$ cat src/rtl/vmul_issue_ctrl_pkg.sv
// Shared types and widths for the vector multiplier issue controller.
//   opcode_e    : multiplier operation select
//   precision_e : lane width select (PILLEGAL is accepted but flagged)
//   vmul_res_t  : one result FIFO entry {result, tag, err}
package vmul_issue_ctrl_pkg;

    localparam int unsigned DATA_W    = 32;
    localparam int unsigned RES_TAG_W = 4;

    typedef enum logic [1:0] {
        OP_MUL   = 2'b00,
        OP_MULH  = 2'b01,
        OP_MULHU = 2'b10,
        OP_MULSU = 2'b11
    } opcode_e;

    typedef enum logic [1:0] {
        P8       = 2'b00,
        P16      = 2'b01,
        P32      = 2'b10,
        PILLEGAL = 2'b11
    } precision_e;

    typedef struct packed {
        logic [DATA_W-1:0]    result;
        logic [RES_TAG_W-1:0] tag;
        logic                 err;
    } vmul_res_t;

endpackage

$ cat src/rtl/vmul_issue_ctrl_if.sv
// Bus bundle between issue stage, multiplier pipeline and result consumer.
//   in_*   : issue request (valid/ready)
//   mul_*  : operand/opcode/precision to the multiplier, result back from it
//   out_*  : buffered result head (valid/ready)
//   busy   : any op in flight or buffered
// slave is the controller side, master the surrounding environment.
interface vmul_issue_ctrl_if
    import vmul_issue_ctrl_pkg::*;
#(
    parameter int unsigned TAG_W = RES_TAG_W
);
    logic              in_valid;
    logic              in_ready;
    logic [DATA_W-1:0] in_opa;
    logic [DATA_W-1:0] in_opb;
    logic [1:0]        in_opcode;
    logic [1:0]        in_precision;
    logic [TAG_W-1:0]  in_tag;

    logic [DATA_W-1:0] mul_opa_o;
    logic [DATA_W-1:0] mul_opb_o;
    logic [1:0]        mul_opcode_o;
    logic [1:0]        mul_precision_o;
    logic [DATA_W-1:0] mul_result_i;

    logic              out_valid;
    logic              out_ready;
    logic [DATA_W-1:0] out_result;
    logic [TAG_W-1:0]  out_tag;
    logic              out_err;

    logic              busy;

    modport slave (
        input  in_valid, in_opa, in_opb, in_opcode, in_precision, in_tag,
        output in_ready,
        output mul_opa_o, mul_opb_o, mul_opcode_o, mul_precision_o,
        input  mul_result_i,
        output out_valid, out_result, out_tag, out_err,
        input  out_ready,
        output busy
    );

    modport master (
        output in_valid, in_opa, in_opb, in_opcode, in_precision, in_tag,
        input  in_ready,
        input  mul_opa_o, mul_opb_o, mul_opcode_o, mul_precision_o,
        output mul_result_i,
        input  out_valid, out_result, out_tag, out_err,
        output out_ready,
        input  busy
    );

endinterface

$ cat src/rtl/vmul_issue_ctrl_result_fifo.sv
// Circular result buffer.
//   push/push_data : write one entry at the tail
//   pop            : drop the head (ignored when empty)
//   head           : current head entry
//   count/full/empty : occupancy
module vmul_issue_ctrl_result_fifo
    import vmul_issue_ctrl_pkg::*;
#(
    parameter int unsigned DEPTH = 5,
    parameter type         T     = vmul_res_t,
    localparam int unsigned CNT_W = $clog2(DEPTH + 1)
) (
    input  logic             clk,
    input  logic             rst,
    input  logic             push,
    input  T                 push_data,
    input  logic             pop,
    output T                 head,
    output logic [CNT_W-1:0] count,
    output logic             full,
    output logic             empty
);
    localparam int unsigned PTR_W = (DEPTH > 1) ? $clog2(DEPTH) : 1;

    T                 mem [DEPTH];
    logic [PTR_W-1:0] wr_ptr;
    logic [PTR_W-1:0] rd_ptr;
    logic             pop_eff;

    function automatic logic [PTR_W-1:0] ptr_inc(input logic [PTR_W-1:0] p);
        return (p == PTR_W'(DEPTH - 1)) ? '0 : p + PTR_W'(1);
    endfunction

    assign empty   = (count == '0);
    assign full    = (count == CNT_W'(DEPTH));
    assign pop_eff = pop & ~empty;
    assign head    = mem[rd_ptr];

    // Pointers and occupancy
    always_ff @(posedge clk or negedge rst) begin
        if (!rst) begin
            wr_ptr <= '0;
            rd_ptr <= '0;
            count  <= '0;
        end else begin
            if (push)    wr_ptr <= ptr_inc(wr_ptr);
            if (pop_eff) rd_ptr <= ptr_inc(rd_ptr);
            count <= count + CNT_W'(push) - CNT_W'(pop_eff);
        end
    end

    // Storage; contents are don't-care until pushed
    always_ff @(posedge clk) begin
        if (push) mem[wr_ptr] <= push_data;
    end

    push_at_full_a: assert property (@(posedge clk) disable iff (!rst)
        !(push && full && !pop));

endmodule

$ cat src/rtl/vmul_issue_ctrl.sv
// Valid/ready front-end and result buffer around a fixed-latency vector multiplier.
//   clk, rst : clock, async active-low reset
//   bus      : issue, multiplier and result signals (see vmul_issue_ctrl_if)
// Issue is credit based: an op is only accepted when a FIFO slot is guaranteed
// for it, so the result FIFO can never overflow.
module vmul_issue_ctrl
    import vmul_issue_ctrl_pkg::*;
#(
    parameter int unsigned LATENCY    = 3,
    parameter int unsigned FIFO_DEPTH = 5,
    parameter int unsigned TAG_W      = RES_TAG_W
) (
    input  logic             clk,
    input  logic             rst,
    vmul_issue_ctrl_if.slave bus
);
    localparam int unsigned CNT_W = $clog2(FIFO_DEPTH + 1);

    logic             ready;
    logic             accept;
    logic             illegal;
    logic             pass;
    logic             push;
    logic             pop;
    logic             fifo_full;
    logic             fifo_empty;
    logic [CNT_W-1:0] fifo_count;
    logic [CNT_W-1:0] inflight;
    logic [CNT_W-1:0] credits;
    logic [LATENCY-1:0] sh_valid;
    logic [LATENCY-1:0] sh_err;
    logic [TAG_W-1:0]   sh_tag [LATENCY];
    vmul_res_t        push_data;
    vmul_res_t        head;

    // Credits from registered state only; out_ready/in_valid never reach in_ready
    assign credits      = CNT_W'(FIFO_DEPTH) - fifo_count - inflight;
    assign ready        = rst & ~fifo_full & (credits != '0);
    assign bus.in_ready = ready;
    assign accept       = bus.in_valid & ready;
    assign illegal      = (bus.in_precision == PILLEGAL);
    assign pass         = accept & ~illegal;

    // Operand gating: multiplier inputs stay quiet unless a legal op is issued
    always_comb begin
        bus.mul_opa_o       = '0;
        bus.mul_opb_o       = '0;
        bus.mul_opcode_o    = OP_MUL;
        bus.mul_precision_o = P8;
        if (pass) begin
            bus.mul_opa_o       = bus.in_opa;
            bus.mul_opb_o       = bus.in_opb;
            bus.mul_opcode_o    = bus.in_opcode;
            bus.mul_precision_o = bus.in_precision;
        end
    end

    // Shadow pipe tracks which multiplier output cycles carry a real result
    always_ff @(posedge clk or negedge rst) begin
        if (!rst) begin
            sh_valid <= '0;
            sh_err   <= '0;
            inflight <= '0;
            for (int i = 0; i < LATENCY; i++) sh_tag[i] <= '0;
        end else begin
            sh_valid[0] <= accept;
            sh_err[0]   <= illegal;
            sh_tag[0]   <= bus.in_tag;
            for (int i = 1; i < LATENCY; i++) begin
                sh_valid[i] <= sh_valid[i-1];
                sh_err[i]   <= sh_err[i-1];
                sh_tag[i]   <= sh_tag[i-1];
            end
            inflight <= inflight + CNT_W'(accept) - CNT_W'(sh_valid[LATENCY-1]);
        end
    end

    // Capture at the end of the shadow pipe; illegal ops carry a zero result
    assign push             = sh_valid[LATENCY-1];
    assign push_data.result = sh_err[LATENCY-1] ? '0 : bus.mul_result_i;
    assign push_data.tag    = RES_TAG_W'(sh_tag[LATENCY-1]);
    assign push_data.err    = sh_err[LATENCY-1];

    assign pop = ~fifo_empty & bus.out_ready;

    vmul_issue_ctrl_result_fifo #(
        .DEPTH (FIFO_DEPTH),
        .T     (vmul_res_t)
    ) u_fifo (
        .clk       (clk),
        .rst       (rst),
        .push      (push),
        .push_data (push_data),
        .pop       (pop),
        .head      (head),
        .count     (fifo_count),
        .full      (fifo_full),
        .empty     (fifo_empty)
    );

    // Head is masked while empty so stale storage never shows on the bus
    assign bus.out_valid  = ~fifo_empty;
    assign bus.out_result = fifo_empty ? '0 : head.result;
    assign bus.out_tag    = fifo_empty ? '0 : TAG_W'(head.tag);
    assign bus.out_err    = ~fifo_empty & head.err;
    assign bus.busy       = (inflight != '0) | (fifo_count != '0);

    credit_underflow_a: assert property (@(posedge clk) disable iff (!rst)
        (32'(fifo_count) + 32'(inflight)) <= 32'(FIFO_DEPTH));

endmodule

$ cat src/flat_wrapper.sv
// flat-port wrapper written by rule: the top's interface ports become plain ports
module vmul_issue_ctrl_flat import vmul_issue_ctrl_pkg::*;
#(
    parameter int unsigned LATENCY    = 3,
    parameter int unsigned FIFO_DEPTH = 5,
    parameter int unsigned TAG_W      = RES_TAG_W
)
  (clk, rst, bus_in_valid, bus_in_opa, bus_in_opb, bus_in_opcode, bus_in_precision, bus_in_tag, bus_in_ready, bus_mul_opa_o, bus_mul_opb_o, bus_mul_opcode_o, bus_mul_precision_o, bus_mul_result_i, bus_out_valid, bus_out_result, bus_out_tag, bus_out_err, bus_out_ready, bus_busy);
  vmul_issue_ctrl_if #(.TAG_W(TAG_W)) bus_i ();
  input  logic clk;
  input  logic rst;
  input wire logic [$bits(bus_i.in_valid)-1:0] bus_in_valid;
  input wire logic [$bits(bus_i.in_opa)-1:0] bus_in_opa;
  input wire logic [$bits(bus_i.in_opb)-1:0] bus_in_opb;
  input wire logic [$bits(bus_i.in_opcode)-1:0] bus_in_opcode;
  input wire logic [$bits(bus_i.in_precision)-1:0] bus_in_precision;
  input wire logic [$bits(bus_i.in_tag)-1:0] bus_in_tag;
  output wire logic [$bits(bus_i.in_ready)-1:0] bus_in_ready;
  output wire logic [$bits(bus_i.mul_opa_o)-1:0] bus_mul_opa_o;
  output wire logic [$bits(bus_i.mul_opb_o)-1:0] bus_mul_opb_o;
  output wire logic [$bits(bus_i.mul_opcode_o)-1:0] bus_mul_opcode_o;
  output wire logic [$bits(bus_i.mul_precision_o)-1:0] bus_mul_precision_o;
  input wire logic [$bits(bus_i.mul_result_i)-1:0] bus_mul_result_i;
  output wire logic [$bits(bus_i.out_valid)-1:0] bus_out_valid;
  output wire logic [$bits(bus_i.out_result)-1:0] bus_out_result;
  output wire logic [$bits(bus_i.out_tag)-1:0] bus_out_tag;
  output wire logic [$bits(bus_i.out_err)-1:0] bus_out_err;
  input wire logic [$bits(bus_i.out_ready)-1:0] bus_out_ready;
  output wire logic [$bits(bus_i.busy)-1:0] bus_busy;
  assign bus_i.in_valid = bus_in_valid;
  assign bus_i.in_opa = bus_in_opa;
  assign bus_i.in_opb = bus_in_opb;
  assign bus_i.in_opcode = bus_in_opcode;
  assign bus_i.in_precision = bus_in_precision;
  assign bus_i.in_tag = bus_in_tag;
  assign bus_in_ready = bus_i.in_ready;
  assign bus_mul_opa_o = bus_i.mul_opa_o;
  assign bus_mul_opb_o = bus_i.mul_opb_o;
  assign bus_mul_opcode_o = bus_i.mul_opcode_o;
  assign bus_mul_precision_o = bus_i.mul_precision_o;
  assign bus_i.mul_result_i = bus_mul_result_i;
  assign bus_out_valid = bus_i.out_valid;
  assign bus_out_result = bus_i.out_result;
  assign bus_out_tag = bus_i.out_tag;
  assign bus_out_err = bus_i.out_err;
  assign bus_i.out_ready = bus_out_ready;
  assign bus_busy = bus_i.busy;
  vmul_issue_ctrl #(.LATENCY(LATENCY), .FIFO_DEPTH(FIFO_DEPTH), .TAG_W(TAG_W)) u_core (.clk(clk), .rst(rst), .bus(bus_i));
endmodule
$ cat config.mk
export PLATFORM = sky130hd
export DESIGN_NAME = vmul_issue_ctrl_flat
export DESIGN_NICKNAME = d
export VERILOG_FILES = /design/src/rtl/vmul_issue_ctrl_pkg.sv /design/src/rtl/vmul_issue_ctrl_if.sv /design/src/rtl/vmul_issue_ctrl_result_fifo.sv /design/src/rtl/vmul_issue_ctrl.sv /design/src/flat_wrapper.sv
export SDC_FILE = /design/constraint.sdc
export NUM_CORES = 1
export LEC_CHECK = 0
export ABC_AREA = 1
export CORE_MARGIN = 2
export CORE_UTILIZATION = 35
export DETAILED_ROUTE_END_ITERATION = 16
export PLACE_DENSITY = 0.58
export SLEW_MARGIN = 15
export SYNTH_ARGS = -nofsm -noshare
export SYNTH_HDL_FRONTEND = slang
export SYNTH_SLANG_ARGS = --single-unit
$ cat constraint.sdc
create_clock -name clk -period 5 [get_ports clk]
set_clock_uncertainty 0.1 [all_clocks]
set_input_delay 1 -clock clk [delete_from_list [all_inputs] [get_ports clk]]
set_output_delay 1 -clock clk [all_outputs]
set_load 0.05 [all_outputs]
==> summary.md <==
| Metric | Value |
|---|---|
| Most area-consuming cells after synthesis | `sky130_fd_sc_hd__edfxtp_1, sky130_fd_sc_hd__nor2_1, sky130_fd_sc_hd__dfrtp_1` |
| Global route overflow | `0` |
| Series of cell instances along the critical path | `ha_1 > inv_1 > ha_1 > inv_1 > nand2_1 > nand2_1 > nand2_1 > nand3_2 > nand4_4 > nor2_1 > buf_12` |
| Reg2reg end | `u_core.inflight[2]` |
| Slew Limit Headroom | `between 20% and 30%` |
| Post-CTS Hold Fix Bufs | `0` |
| Syn avg cell area | `around 11 um2` |
| Result of the run | `finished clean` |
| IO Port Bufs | `approximately 220` |
| Global-route wire length before repair | `37.6 mm` |
| Number of cells on the critical path | `11` |
| Initial Utilization | `a little over a third` |
| Final Net Count | `1221` |
| Routed vias | `between 6000 and 7000` |
| Final routed wirelength across all metal layers | `~24 mm` |
| Drt wl/cell | `16.5 um` |
| Cell family with most CP delay | `simple AND/OR/NAND/NOR gates` |
| Number of buffers and inverters on the critical path | `3` |
| Number of global-route vias before repair | `approximately 6800` |
| Maximum buffer depth of the clock tree | `3` |
| Maximum fanout count along the critical path | `68` |
| Worst setup path category | `flip-flop to primary output` |
| Static leakage | `5.36 nW` |
| Clock period minus worst slack | `around 4500 ps` |
| Vias per std cell | `4.61` |
| Hold violation total from the final report | `0` |
| Post-synthesis register bit count | `between 200 and 250` |
| Count of final setup violators | `0` |
| Max_cap viols | `0` |
| Transition time at the pin with the least slew margin | `1070 ps` |
| Gate Count Post-Synth | `between 800 and 900` |
| Post-route design area | `13200 um2` |
| Total clock sinks | `around 220` |
| Register area share after synthesis | `about two thirds` |
| Antenna Cells | `0` |
| Htree depth | `1` |
| Fillers | `about 2300` |
| Critical path's slowest cell | `sky130_fd_sc_hd__nand4_4` |
| Synth unique cells | `25` |
| Clk pin slew, worst setup/hold paths | `~60 ps` |
| WP data arrival | `~3400 ps` |
| Worst skew pair latency | `~500 ps` |
| Number of buffers created by CTS | `22` |
| Die Ht | `between 150 and 200 um` |
| Top cell type's share of synthesized area | `approximately 60%` |
| Kind of path behind the tightest hold check | `flip-flop to flip-flop` |
| Peak supply drop | `~0.00033 V` |
| Std-Cell Rows | `a little under 60` |
| All-Layer GR Usage | `approximately 17%` |
| Horizontal extent of the die | `approximately 170 um` |
| Setup slack on the worst flop-to-flop path | `roughly 2000 ps` |
| CTS tree | `yes` |
| Core ar. | `between 20000 and 30000 um2` |
| Routability-driven placement congestion ratio | `around 0.76` |
| Post-synth design cell area | `9390 um2` |
| Power density over cell area | `595 nW/um2` |
| Startpoint of the worst-slack reg-to-reg timing path | `u_core.inflight[1]` |
| Number of DRC violations after detailed routing | `0` |
| Setup crit end kind | `primary output` |
| Post-synth net total | `about 1000` |
| Root Buffer | `sky130_fd_sc_hd__clkbuf_16` |
| Utilization after layout | `~51%` |
| Startpoint type of the worst setup path | `flip-flop` |
| Final antenna-violating net count | `0` |
| Max-slew violation count | `0` |
| Critical Path Most Common Cell | `sky130_fd_sc_hd__nand2_1` |
| Setup_tns | `0 ps` |
| Setup repair bufs after CTS | `0` |
| Top-Level Pins | `approximately 220` |
| Yosys warning total | `0` |
| Critical Path End | `bus_mul_opa_o[19]` |
| Largest net degree at the start of global routing | `77` |
| Maximum clock rate | `around 0.22 GHz` |
| WP data required | `3900 ps` |
| Unrepaired setup endpoints after global routing | `no` |
| Share of cells above drive strength 1 | `a little over an eighth` |
| Post_cts resized | `0` |
| Path depth of the worst reg2reg path | `18` |
| Area of the die | `roughly 28000 um2` |
| Highest cell delay on the worst timing path | `just under 800 ps` |
| Non-filler instance count after layout | `1450` |
| Startpoint of the worst setup timing path | `u_core.inflight[1]` |
| Period Utilization, post-route | `a little under 90%` |
| Layout overhead on the synthesized area | `41.0%` |
| Violation count after the first detailed-route iteration | `between 500 and 600` |
| Half-perimeter wire length of the detailed placement result | `15.4 mm` |
| Library cell with the largest summed area after synthesis | `sky130_fd_sc_hd__edfxtp_1` |
| Number of antenna violations at the first check in global routing | `0` |
| Cell count after placement | `around 1400` |
| Total cell area at the placement stage | `12600 um2` |
| Number of optimization iterations in the first detailed-route pass | `4` |
==> flip-flops by register name, summed over array words and instances (netlist names) <==
register,count
u_core.inflight,3
u_core.push_data,4
u_core.sh_err,3
u_core.sh_tag,8
u_core.sh_valid,3
u_core.u_fifo.count,3
u_core.u_fifo.mem,185
u_core.u_fifo.rd_ptr,3
u_core.u_fifo.wr_ptr,3
==> per-layer routing <==
metal / vias up / wire length [um] / global-route usage (%) / part of all wire (%)
met1: 3121 / 9690 / 21.2 / 40
met3: 19 / 1750 / 3.67 / 7.3
met2: 234 / 12300 / 31.2 / 51
met4: 0 / 265 / 3.10 / 1.1
li1: 3308 / - / - / -
met5: - / 0 / 0 / 0
==> worst reg2reg max path, delay by kind of cell, from the launching register on <==
kind                     cells  cell delay [ps]
adder cells (fa/ha/maj)      5             1310
flip-flops                   1              430
AND/OR/NAND/NOR              6              460
buffers and inverters        5              300
XOR/XNOR                     2              330
==> per-stage QoR <==
step                worst slack, ps  hold slack [ps]  total power [W]
global route                    198              254          0.00834
CTS                             433              248          0.00799
finish                          525              247          0.00789
detailed placement              545              235          0.00643
global placement                563              233          0.00639
floorplan                      1370              231          0.00495
==> cell usage in the layout, fill, tap and decap left out <==
cell type / Yosys / layout
sky130_fd_sc_hd__fa_1: 2 / 2
sky130_fd_sc_hd__edfxtp_1: 185 / 185
sky130_fd_sc_hd__nand2_1: 30 / 30
sky130_fd_sc_hd__clkbuf_16: 0 / 22
sky130_fd_sc_hd__buf_4: 2 / 17
sky130_fd_sc_hd__ha_1: 11 / 11
sky130_fd_sc_hd__o21a_1: 1 / 1
sky130_fd_sc_hd__nand4_4: 0 / 1
sky130_fd_sc_hd__inv_2: 2 / 2
sky130_fd_sc_hd__xor2_1: 2 / 2
sky130_fd_sc_hd__o22ai_1: 37 / 37
sky130_fd_sc_hd__clkinv_8: 0 / 1
sky130_fd_sc_hd__nand3_1: 1 / 1
sky130_fd_sc_hd__clkinv_1: 0 / 4
sky130_fd_sc_hd__a21oi_1: 4 / 4
sky130_fd_sc_hd__nand3_2: 1 / 1
sky130_fd_sc_hd__clkdlybuf4s50_1: 0 / 145
sky130_fd_sc_hd__xnor2_1: 2 / 2
sky130_fd_sc_hd__nor2_4: 0 / 4
sky130_fd_sc_hd__nor3_1: 2 / 1
sky130_fd_sc_hd__o21ai_0: 89 / 89
sky130_fd_sc_hd__bufinv_16: 0 / 1
sky130_fd_sc_hd__dfrtp_1: 30 / 29
sky130_fd_sc_hd__clkinv_2: 0 / 3
sky130_fd_sc_hd__nor2_1: 238 / 234
sky130_fd_sc_hd__clkbuf_8: 0 / 3
sky130_fd_sc_hd__o21ai_1: 26 / 26
sky130_fd_sc_hd__buf_12: 0 / 69
sky130_fd_sc_hd__dfrtp_2: 0 / 1
sky130_fd_sc_hd__nor2_2: 20 / 20
sky130_fd_sc_hd__nor3_2: 0 / 1
sky130_fd_sc_hd__clkbuf_1: 22 / 5
sky130_fd_sc_hd__inv_1: 161 / 161
==> layout make-up <==
cell class | instances | area (um2) | share of cell area [%]
multi-input cells | 467 | 2260 | 17.1
flip-flops and latches | 215 | 6310 | 47.6
repair buffers | 231 | 2960 | 22.4
clock inverters | 9 | 76.3 | 0.576
clock buffers | 30 | 611 | 4.61
well taps | 335 | 419 | 3.16
inverters | 163 | 612 | 4.62
==> kinds of logic after synthesis <==
| family | Yosys count | synth area share [%] |
|---|---|---|
| compound gates | 157 | 8.89 |
| xor+xnor | 4 | 0.373 |
| fa+ha+maj | 13 | 1.89 |
| buf+inv | 209 | 9.26 |
| flops | 215 | 67.1 |
| simple gates | 293 | 12.4 |
==> Yosys cell counts <==
master and instances:
sky130_fd_sc_hd__nand2_1 30, sky130_fd_sc_hd__o21ai_1 26, sky130_fd_sc_hd__o21ai_0 89, sky130_fd_sc_hd__edfxtp_1 185, sky130_fd_sc_hd__nand3_2 1, sky130_fd_sc_hd__inv_2 2, sky130_fd_sc_hd__nor3_1 2, sky130_fd_sc_hd__nand3_1 1
sky130_fd_sc_hd__a21oi_1 4, sky130_fd_sc_hd__clkbuf_2 1, sky130_fd_sc_hd__buf_6 8, sky130_fd_sc_hd__nor2_2 20, sky130_fd_sc_hd__fa_1 2, sky130_fd_sc_hd__o21a_1 1, sky130_fd_sc_hd__buf_4 2, sky130_fd_sc_hd__o22ai_1 37
sky130_fd_sc_hd__nand4_2 1, sky130_fd_sc_hd__clkbuf_1 22, sky130_fd_sc_hd__inv_1 161, sky130_fd_sc_hd__buf_2 13, sky130_fd_sc_hd__dfrtp_1 30, sky130_fd_sc_hd__ha_1 11, sky130_fd_sc_hd__xor2_1 2, sky130_fd_sc_hd__xnor2_1 2
sky130_fd_sc_hd__nor2_1 238
==> where the power goes <==
part           internal (W)  total (W)  switching [W]
registers           0.00218    0.00227      0.0000893
clock network      0.000905    0.00155       0.000647
logic               0.00135    0.00406        0.00271
==> worst min path at each step <==
| stage | from | endpoint | slack [ps] | cells past startpoint |
|---|---|---|---|---|
| final | u_core.sh_valid[1] | u_core.sh_valid[2] | 250 | 0 |
| after global routing | u_core.sh_tag[11] | u_core.sh_tag[7] | 250 | 0 |
| after CTS | u_core.sh_tag[7] | u_core.push_data[4] | 250 | 0 |
| after detailed placement | u_core.sh_tag[7] | u_core.push_data[4] | 230 | 0 |
| after global placement | u_core.sh_tag[10] | u_core.sh_tag[6] | 230 | 0 |
| after floorplan | u_core.sh_tag[4] | u_core.push_data[1] | 230 | 0 |
(Power assumes the default switching activity.)
